File: src/rtl/xadc_multichannel_averager.sv
// Multi-channel XADC readout: DRP master to the XADC wizard in continuous
// sequencer mode. Each end-of-conversion on one of NUM_CH consecutive VAUX
// channels triggers a DRP read. The 12-bit code goes into a per-channel
// 2**AVG_LOG2 running average. The average of ch_sel is converted to TMP36
// degC*10 and degF*10.
// Ports:
//   clk, reset_n            clock (also XADC dclk), synchronous active-low reset
//   eoc_in, channel_in      XADC end-of-conversion strobe and converted channel
//   drp_daddr, drp_den      DRP read request (dwe tied low outside this block)
//   drp_drdy, drp_do        DRP read response, code in drp_do[15:4]
//   ch_sel                  channel shown on the temperature outputs
//   clr_err                 clears the sticky overrun / timeout_err flags
//   celsius_x10, fahrenheit_x10, sample_valid   display path outputs
//   busy, overrun, timeout_err                  status
module xadc_multichannel_averager #(
  parameter int unsigned NUM_CH      = 4,
  parameter int unsigned AUX_FIRST   = 5,
  parameter int unsigned AVG_LOG2    = 4,
  parameter int unsigned DRP_TIMEOUT = 63,
  localparam int unsigned CH_W       = (NUM_CH > 1) ? $clog2(NUM_CH) : 1
) (
  input  logic              clk,
  input  logic              reset_n,
  input  logic              eoc_in,
  input  logic [4:0]        channel_in,
  output logic [6:0]        drp_daddr,
  output logic              drp_den,
  input  logic              drp_drdy,
  input  logic [15:0]       drp_do,
  input  logic [CH_W-1:0]   ch_sel,
  input  logic              clr_err,
  output logic [15:0]       celsius_x10,
  output logic [15:0]       fahrenheit_x10,
  output logic              sample_valid,
  output logic              busy,
  output logic              overrun,
  output logic              timeout_err
);

  localparam int unsigned SMP_W   = 12;
  localparam int unsigned ACC_W   = SMP_W + AVG_LOG2;
  localparam int unsigned CNT_W   = (AVG_LOG2 > 0) ? AVG_LOG2 : 1;
  localparam int unsigned CNT_MAX = (1 << AVG_LOG2) - 1;
  localparam int unsigned TMR_W   = (DRP_TIMEOUT > 1) ? $clog2(DRP_TIMEOUT + 1) : 1;
  localparam int unsigned CH_LO   = 16 + AUX_FIRST;

  typedef enum logic [1:0] {S_IDLE, S_REQ, S_WAIT, S_ACC} state_e;

  state_e                   state_q, state_d;
  logic [CH_W-1:0]          kidx_q, kidx_d;
  logic [6:0]               daddr_q, daddr_d;
  logic                     den_q, den_d;
  logic                     busy_q, busy_d;
  logic [TMR_W-1:0]         tmr_q, tmr_d;
  logic [SMP_W-1:0]         smp_q, smp_d;
  logic [ACC_W-1:0]         acc_q [NUM_CH];
  logic [ACC_W-1:0]         acc_d [NUM_CH];
  logic [CNT_W-1:0]         cnt_q [NUM_CH];
  logic [CNT_W-1:0]         cnt_d [NUM_CH];
  logic [SMP_W-1:0]         avg_q [NUM_CH];
  logic [SMP_W-1:0]         avg_d [NUM_CH];
  logic                     upd_q, upd_d;
  logic                     ovr_q, ovr_d;
  logic                     tmo_q, tmo_d;
  logic signed [15:0]       c1_q, c1_d;
  logic                     v1_q, v1_d;
  logic signed [15:0]       cel_q, cel_d;
  logic signed [15:0]       fah_q, fah_d;
  logic                     sv_q, sv_d;

  logic [6:0]               ch_ext;
  logic                     in_range;
  logic [ACC_W-1:0]         acc_sum;
  logic                     wrap;
  logic                     ovr_set;
  logic                     tmo_set;
  logic [SMP_W-1:0]         avg_sel;
  logic [21:0]              prod;
  logic [9:0]               mv;
  logic                     unused_drp_lsb;

  // Low nibble of the DRP word carries no conversion data.
  assign unused_drp_lsb = ^drp_do[3:0];

  assign ch_ext   = {2'b00, channel_in};
  assign in_range = (ch_ext >= 7'(CH_LO)) && (ch_ext < 7'(CH_LO + NUM_CH));

  // Read FSM, per-channel accumulators and sticky status flags.
  always_comb begin
    state_d = state_q;
    kidx_d  = kidx_q;
    daddr_d = daddr_q;
    tmr_d   = tmr_q;
    smp_d   = smp_q;
    acc_d   = acc_q;
    cnt_d   = cnt_q;
    avg_d   = avg_q;
    upd_d   = 1'b0;
    acc_sum = '0;
    wrap    = 1'b0;
    ovr_set = 1'b0;
    tmo_set = 1'b0;

    case (state_q)
      S_IDLE: begin
        if (eoc_in && in_range) begin
          kidx_d  = CH_W'(ch_ext - 7'(CH_LO));
          daddr_d = ch_ext;
          state_d = S_REQ;
        end
      end
      S_REQ: begin
        tmr_d   = '0;
        state_d = S_WAIT;
      end
      S_WAIT: begin
        if (drp_drdy) begin
          smp_d   = drp_do[15:4];
          state_d = S_ACC;
        end else if (tmr_q == TMR_W'(DRP_TIMEOUT - 1)) begin
          tmo_set = 1'b1;
          state_d = S_IDLE;
        end else begin
          tmr_d = tmr_q + 1'b1;
        end
      end
      S_ACC: begin
        acc_sum = acc_q[kidx_q] + ACC_W'(smp_q);
        wrap    = (cnt_q[kidx_q] == CNT_W'(CNT_MAX));
        if (wrap) begin
          cnt_d[kidx_q] = '0;
          acc_d[kidx_q] = '0;
          avg_d[kidx_q] = SMP_W'(acc_sum >> AVG_LOG2);
          upd_d         = (kidx_q == ch_sel);
        end else begin
          cnt_d[kidx_q] = cnt_q[kidx_q] + 1'b1;
          acc_d[kidx_q] = acc_sum;
        end
        state_d = S_IDLE;
      end
      default: state_d = S_IDLE;
    endcase

    // A conversion finishing while a read is in flight is lost.
    if (eoc_in && (state_q != S_IDLE)) begin
      ovr_set = 1'b1;
    end

    ovr_d  = clr_err ? 1'b0 : (ovr_q | ovr_set);
    tmo_d  = clr_err ? 1'b0 : (tmo_q | tmo_set);
    den_d  = (state_d == S_REQ);
    busy_d = (state_d != S_IDLE);
  end

  // Two-stage TMP36 conversion of the selected channel's average.
  always_comb begin
    avg_sel = '0;
    if ({1'b0, ch_sel} < (CH_W + 1)'(NUM_CH)) begin
      avg_sel = avg_q[ch_sel];
    end
    prod  = 22'(avg_sel) * 22'd1000;
    mv    = 10'(prod >> 12);
    c1_d  = $signed({6'b000000, mv}) - 16'sd500;
    v1_d  = upd_q;
    cel_d = c1_q;
    // Signed divide truncates toward zero.
    fah_d = (c1_q * 16'sd9) / 16'sd5 + 16'sd320;
    sv_d  = v1_q;
  end

  always_ff @(posedge clk) begin
    if (!reset_n) begin
      state_q <= S_IDLE;
      kidx_q  <= '0;
      daddr_q <= '0;
      den_q   <= 1'b0;
      busy_q  <= 1'b0;
      tmr_q   <= '0;
      smp_q   <= '0;
      acc_q   <= '{default: '0};
      cnt_q   <= '{default: '0};
      avg_q   <= '{default: '0};
      upd_q   <= 1'b0;
      ovr_q   <= 1'b0;
      tmo_q   <= 1'b0;
      c1_q    <= '0;
      v1_q    <= 1'b0;
      cel_q   <= '0;
      fah_q   <= '0;
      sv_q    <= 1'b0;
    end else begin
      state_q <= state_d;
      kidx_q  <= kidx_d;
      daddr_q <= daddr_d;
      den_q   <= den_d;
      busy_q  <= busy_d;
      tmr_q   <= tmr_d;
      smp_q   <= smp_d;
      acc_q   <= acc_d;
      cnt_q   <= cnt_d;
      avg_q   <= avg_d;
      upd_q   <= upd_d;
      ovr_q   <= ovr_d;
      tmo_q   <= tmo_d;
      c1_q    <= c1_d;
      v1_q    <= v1_d;
      cel_q   <= cel_d;
      fah_q   <= fah_d;
      sv_q    <= sv_d;
    end
  end

  assign drp_daddr      = daddr_q;
  assign drp_den        = den_q;
  assign busy           = busy_q;
  assign overrun        = ovr_q;
  assign timeout_err    = tmo_q;
  assign celsius_x10    = cel_q;
  assign fahrenheit_x10 = fah_q;
  assign sample_valid   = sv_q;

endmodule

File: config.mk
export PLATFORM = sky130hd
export DESIGN_NAME = xadc_multichannel_averager
export DESIGN_NICKNAME = d
export VERILOG_FILES = /design/src/rtl/xadc_multichannel_averager.sv
export SDC_FILE = /design/constraint.sdc
export NUM_CORES = 1
export LEC_CHECK = 0
export BUFFER_PORTS_ARGS = -buffer_cell sky130_fd_sc_hd__buf_4
export CORE_MARGIN = 4
export CORE_UTILIZATION = 64
export CTS_BUF_LIST = sky130_fd_sc_hd__clkbuf_8
export CTS_CLUSTER_DIAMETER = 60
export DETAILED_ROUTE_END_ITERATION = 16
export PLACE_DENSITY = 0.81
export SYNTH_ARGS = -nofsm -noshare
export SYNTH_HDL_FRONTEND = slang
export SYNTH_SLANG_ARGS = --single-unit
File: constraint.sdc
create_clock -name clk -period 9.5 [get_ports clk]
set_input_delay 0.95 -clock clk [delete_from_list [all_inputs] [get_ports clk]]
set_output_delay 0.95 -clock clk [all_outputs]
set_load 0.02 [all_outputs]
==> out/results.txt <==
The flow ran to the end, and the final reports show no timing, DRC or antenna violations. The number of antenna diodes in the final layout is 0. The run gives 9.40 ns as the data arrival time of the critical path. The average size of a mapped cell was 8.258 sq um.

The worst clock skew on the final layout is 0.01963 ns. The total overflow left after global routing is 0. The logs give 5.912 nW for the leakage component of the power and 1965 for the number of cells in the finished layout apart from fillers. Number of hold-slack violations in the final timing report: 0.

The run gives 11670 as the number of global-route vias before repair. Counting every sink on the clock net gives 200. Across all layers, the routed design uses 12240 vias. The power dissipated by switching net loads was 0.9012 mW; the number of core rows was 53. The power density over cell area is 155.9 mW/mm^2. Dividing the detail-routed via count by the number of cells gives 6.227. Across all setup checks in the final design, the least slack found is 0.5341 ns.

The logs give 0.02096 sq mm for the core outline area and 0.3163 ns for the pre-CTS worst setup slack. For this run, asynchronously set or reset flops after synthesis account for 0%. The required time at the endpoint of the critical path was 9.93 ns; the H-tree level count was 4. Registers are responsible for 38.0% of the overall power. The class of the tightest hold or removal check is reg -> reg.

In this run the count of I/O pins placed on the die edge is 72. In the global route stage, overall resource usage came out at 28.10%. During placement, the flow inserted port buffers numbering 65.

The worst-case IR drop observed on VDD is 0.0001302 V. The tools report the category of the worst setup path capture point as a register. Clock-pin slew was measured on the worst setup and hold paths at 0.13 ns. The detailed router put a total of 13.84 mm of wire on met1. The tools report the worst relative slew slack as 23.42%. The tools report the HPWL after detailed placement as 23.66 mm.

The clock latency on the worst-skew pair was 0.49 ns. Entering global routing, the biggest net connects 110 pins. Share of total power in the clock network: 24.7%.

The die outline width is 153.8 microns. For the pin with the worst max-slew slack, the measured transition is 1.149 ns. The detailed-route wire length is 33.78 mm, and the final hold slack is 0.4463 ns.

The predominant post-synthesis flop cell is sky130_fd_sc_hd__dfxtp_1. In this run, synthesis inferred 0 flip-flops with an integrated enable. By count the netlist is led by sky130_fd_sc_hd__nand2_1 (279), sky130_fd_sc_hd__dfxtp_1 (200), sky130_fd_sc_hd__a21oi_1 (195). The first global-routing pass estimated 55.92 mm of wire.

The logs give 37.3% for the relative contribution of combinational cells to total power and 0.02366 sq mm for the area of the die. After synthesis the cells add up to 0.01361 sq mm. Yosys instantiated no cell more often than sky130_fd_sc_hd__nand2_1.

Buffers inserted during clock tree synthesis total 17. The routed design could run at a clock period as short as 8.966 ns. The share of the synthesized area in the top cell type was 29.42%. The tree is rooted in a sky130_fd_sc_hd__clkbuf_8.

In this run the deepest clock path goes through 2 buffers. For this configuration, the core starts out at a cell density of 64.95%. The tools report the sequential fraction of the synthesis area as 29.42%. The register bit total from synthesis was 200.

The number of cells in the design after placement is 1932. At the end of routability-driven placement, the weighted congestion stood at 0.9439. The ratio of final minimum period to clock period works out to 94.38%. After synthesis, the cell types taking the most area are sky130_fd_sc_hd__dfxtp_1 (29%), sky130_fd_sc_hd__ha_1 (7.7%), sky130_fd_sc_hd__nand2_1 (7.7%). The run gives 0 as the number of warnings reported in the yosys synthesis log.

The number of remaining DRC errors is 0. The cell type of the slowest stage on the worst timing path was sky130_fd_sc_hd__or3b_1. In this run the top signal layer used is met4. The number of buffers added to fix hold violations after cts was 0; the internal power summed over all cells was 1.414 mW.

In this design, the stage delay of the slowest critical-path cell is 0.49 ns. The number of library cell types mapped by synthesis is 92. In the final timing run, aggregate negative setup slack is 0 ns.

The number of nets in the finished design is 1828, and the detailed-routed wire length on met2 is 17.12 mm. Across the run, the number of max-cap violations was 0. The critical path class was reg -> reg.

The tools report the count of pins over their slew limit as 0. The die outline height came out at 153.8 microns. The detailed route wirelength on metal3 came out at 2.028 mm. TritonCTS built the clock tree. The run gives 0 as the initial antenna violation count. Number of nets with antenna violations after routing: 0.

The detailed-routing iteration count for the pre-antenna-repair pass was 8; the switching portion of total power was 38.93%. The number of setup violations in the final report was 0; the average wire per cell in the routed design was 17.19 microns. The share of post-route cells with drive strength above 1 was 13.08%. Layout overhead on the synthesized area: 9.129%. Setup repair after global routing left no endpoint under its margin. STA classifies the critical path startpoint as a register. Summed over all instances, the cell type with the most area after synthesis is sky130_fd_sc_hd__dfxtp_1.

After the first detailed-routing iteration, the DRC count stood at 829. The cell count after synthesis came out at 1648. The tools report the fmax as 0.1115 GHz.

Of all nets on the critical path, the largest fanout is 11.
==> flip-flops by register name, indices dropped and copies added, names as in the netlist, 5 cells and up <==
signal and count:
drp_daddr 5, fahrenheit_x10 16, acc_q 64, avg_q 48, celsius_x10 11, cnt_q 16, tmr_q 6, smp_q 12
c1_q 11
==> layer usage <==
metal  vias up  track usage [%]
li1       5908                -
met1      5812            35.05
met5         -                0
met3        69            3.321
met2       447            50.55
met4         0            9.420
==> per-stage QoR <==
step	instance area [sq um]	total power [mW]	utilization [%]
after floorplan	13610	1.523	-
after global placement	14300	1.708	68.24
after detailed placement	14300	1.730	68.24
after CTS	14720	2.296	70.27
after global routing	14850	2.437	70.87
final	14850	2.315	70.87
==> path summary, 6_finish.rpt <==
| kind | startpoint | end | slack (ns) | cells past startpoint |
|---|---|---|---|---|
| worst min-delay path | upd_q | sv_d | 0.45 | 1 |
| worst max-delay path | c1_q[1] | fahrenheit_x10[12] | 0.53 | 36 |
| worst max register to register | c1_q[1] | fahrenheit_x10[12] | 0.53 | 36 |
| worst min register to register | upd_q | sv_d | 0.45 | 1 |
==> power groups by stage <==
stage / logic, mW / registers, mW / clock network, mW
floorplan: 0.594 / 0.929 / 0
global placement: 0.810 / 0.898 / 0
detailed placement: 0.831 / 0.899 / 0
CTS: 0.834 / 0.880 / 0.581
global route: 0.940 / 0.883 / 0.614
finish: 0.864 / 0.880 / 0.571
==> critical path, delay by kind of cell (launching register included) <==
family                   cells  cell delay (ns)
AND/OR/NAND/NOR              8             2.01
multiplexers                 2             0.59
flip-flops                   1             0.34
AO/OA/AOI/OAI               17             3.75
XOR/XNOR                     3             0.51
adder cells (fa/ha/maj)      4             1.25
buffers and inverters        2             0.43
==> cells in the final DEF (no fill, tap or decap), drive strengths merged, types with 22 or more instances in the layout <==
cell      n
ha       84
inv      58
fa       39
and2     36
a211oi   26
mux4     32
buf      97
xnor2    47
a21oi   197
nor3     43
nand2   279
xor2     22
dfxtp   200
o21ai    44
nand3    53
nor2    144
==> repair_timing <==
item	in CTS	in global routing
gates resized for setup	0	21
setup buffers	0	1
setup endpoints to repair	0	4
==> area by class of cell <==
type | count | area, sq um
multi-input combinational | 1309 | 9149
fill | 1710 | 6103
sequential | 200 | 4008
timing repair buffer | 97 | 728.2
tap | 275 | 344.1
clock buffer | 17 | 234.0
inverter | 52 | 197.7
clock inverter | 15 | 191.4
==> logic make-up (layout without fill, tap and decap cells) <==
group                    after synthesis  count (layout)  synth area share [%]
XOR/XNOR                              69              69                 4.661
AND/OR/NAND/NOR                      642             642                 21.36
AO/OA/AOI/OAI                        423             423                 20.16
flip-flops                           200             200                 29.42
multiplexers                          49              49                 6.592
other                                  1               2               0.02755
adder cells (fa/ha/maj)              124             124                 13.53
buffers and inverters                140             181                 4.247
(Power assumes the default switching activity.)
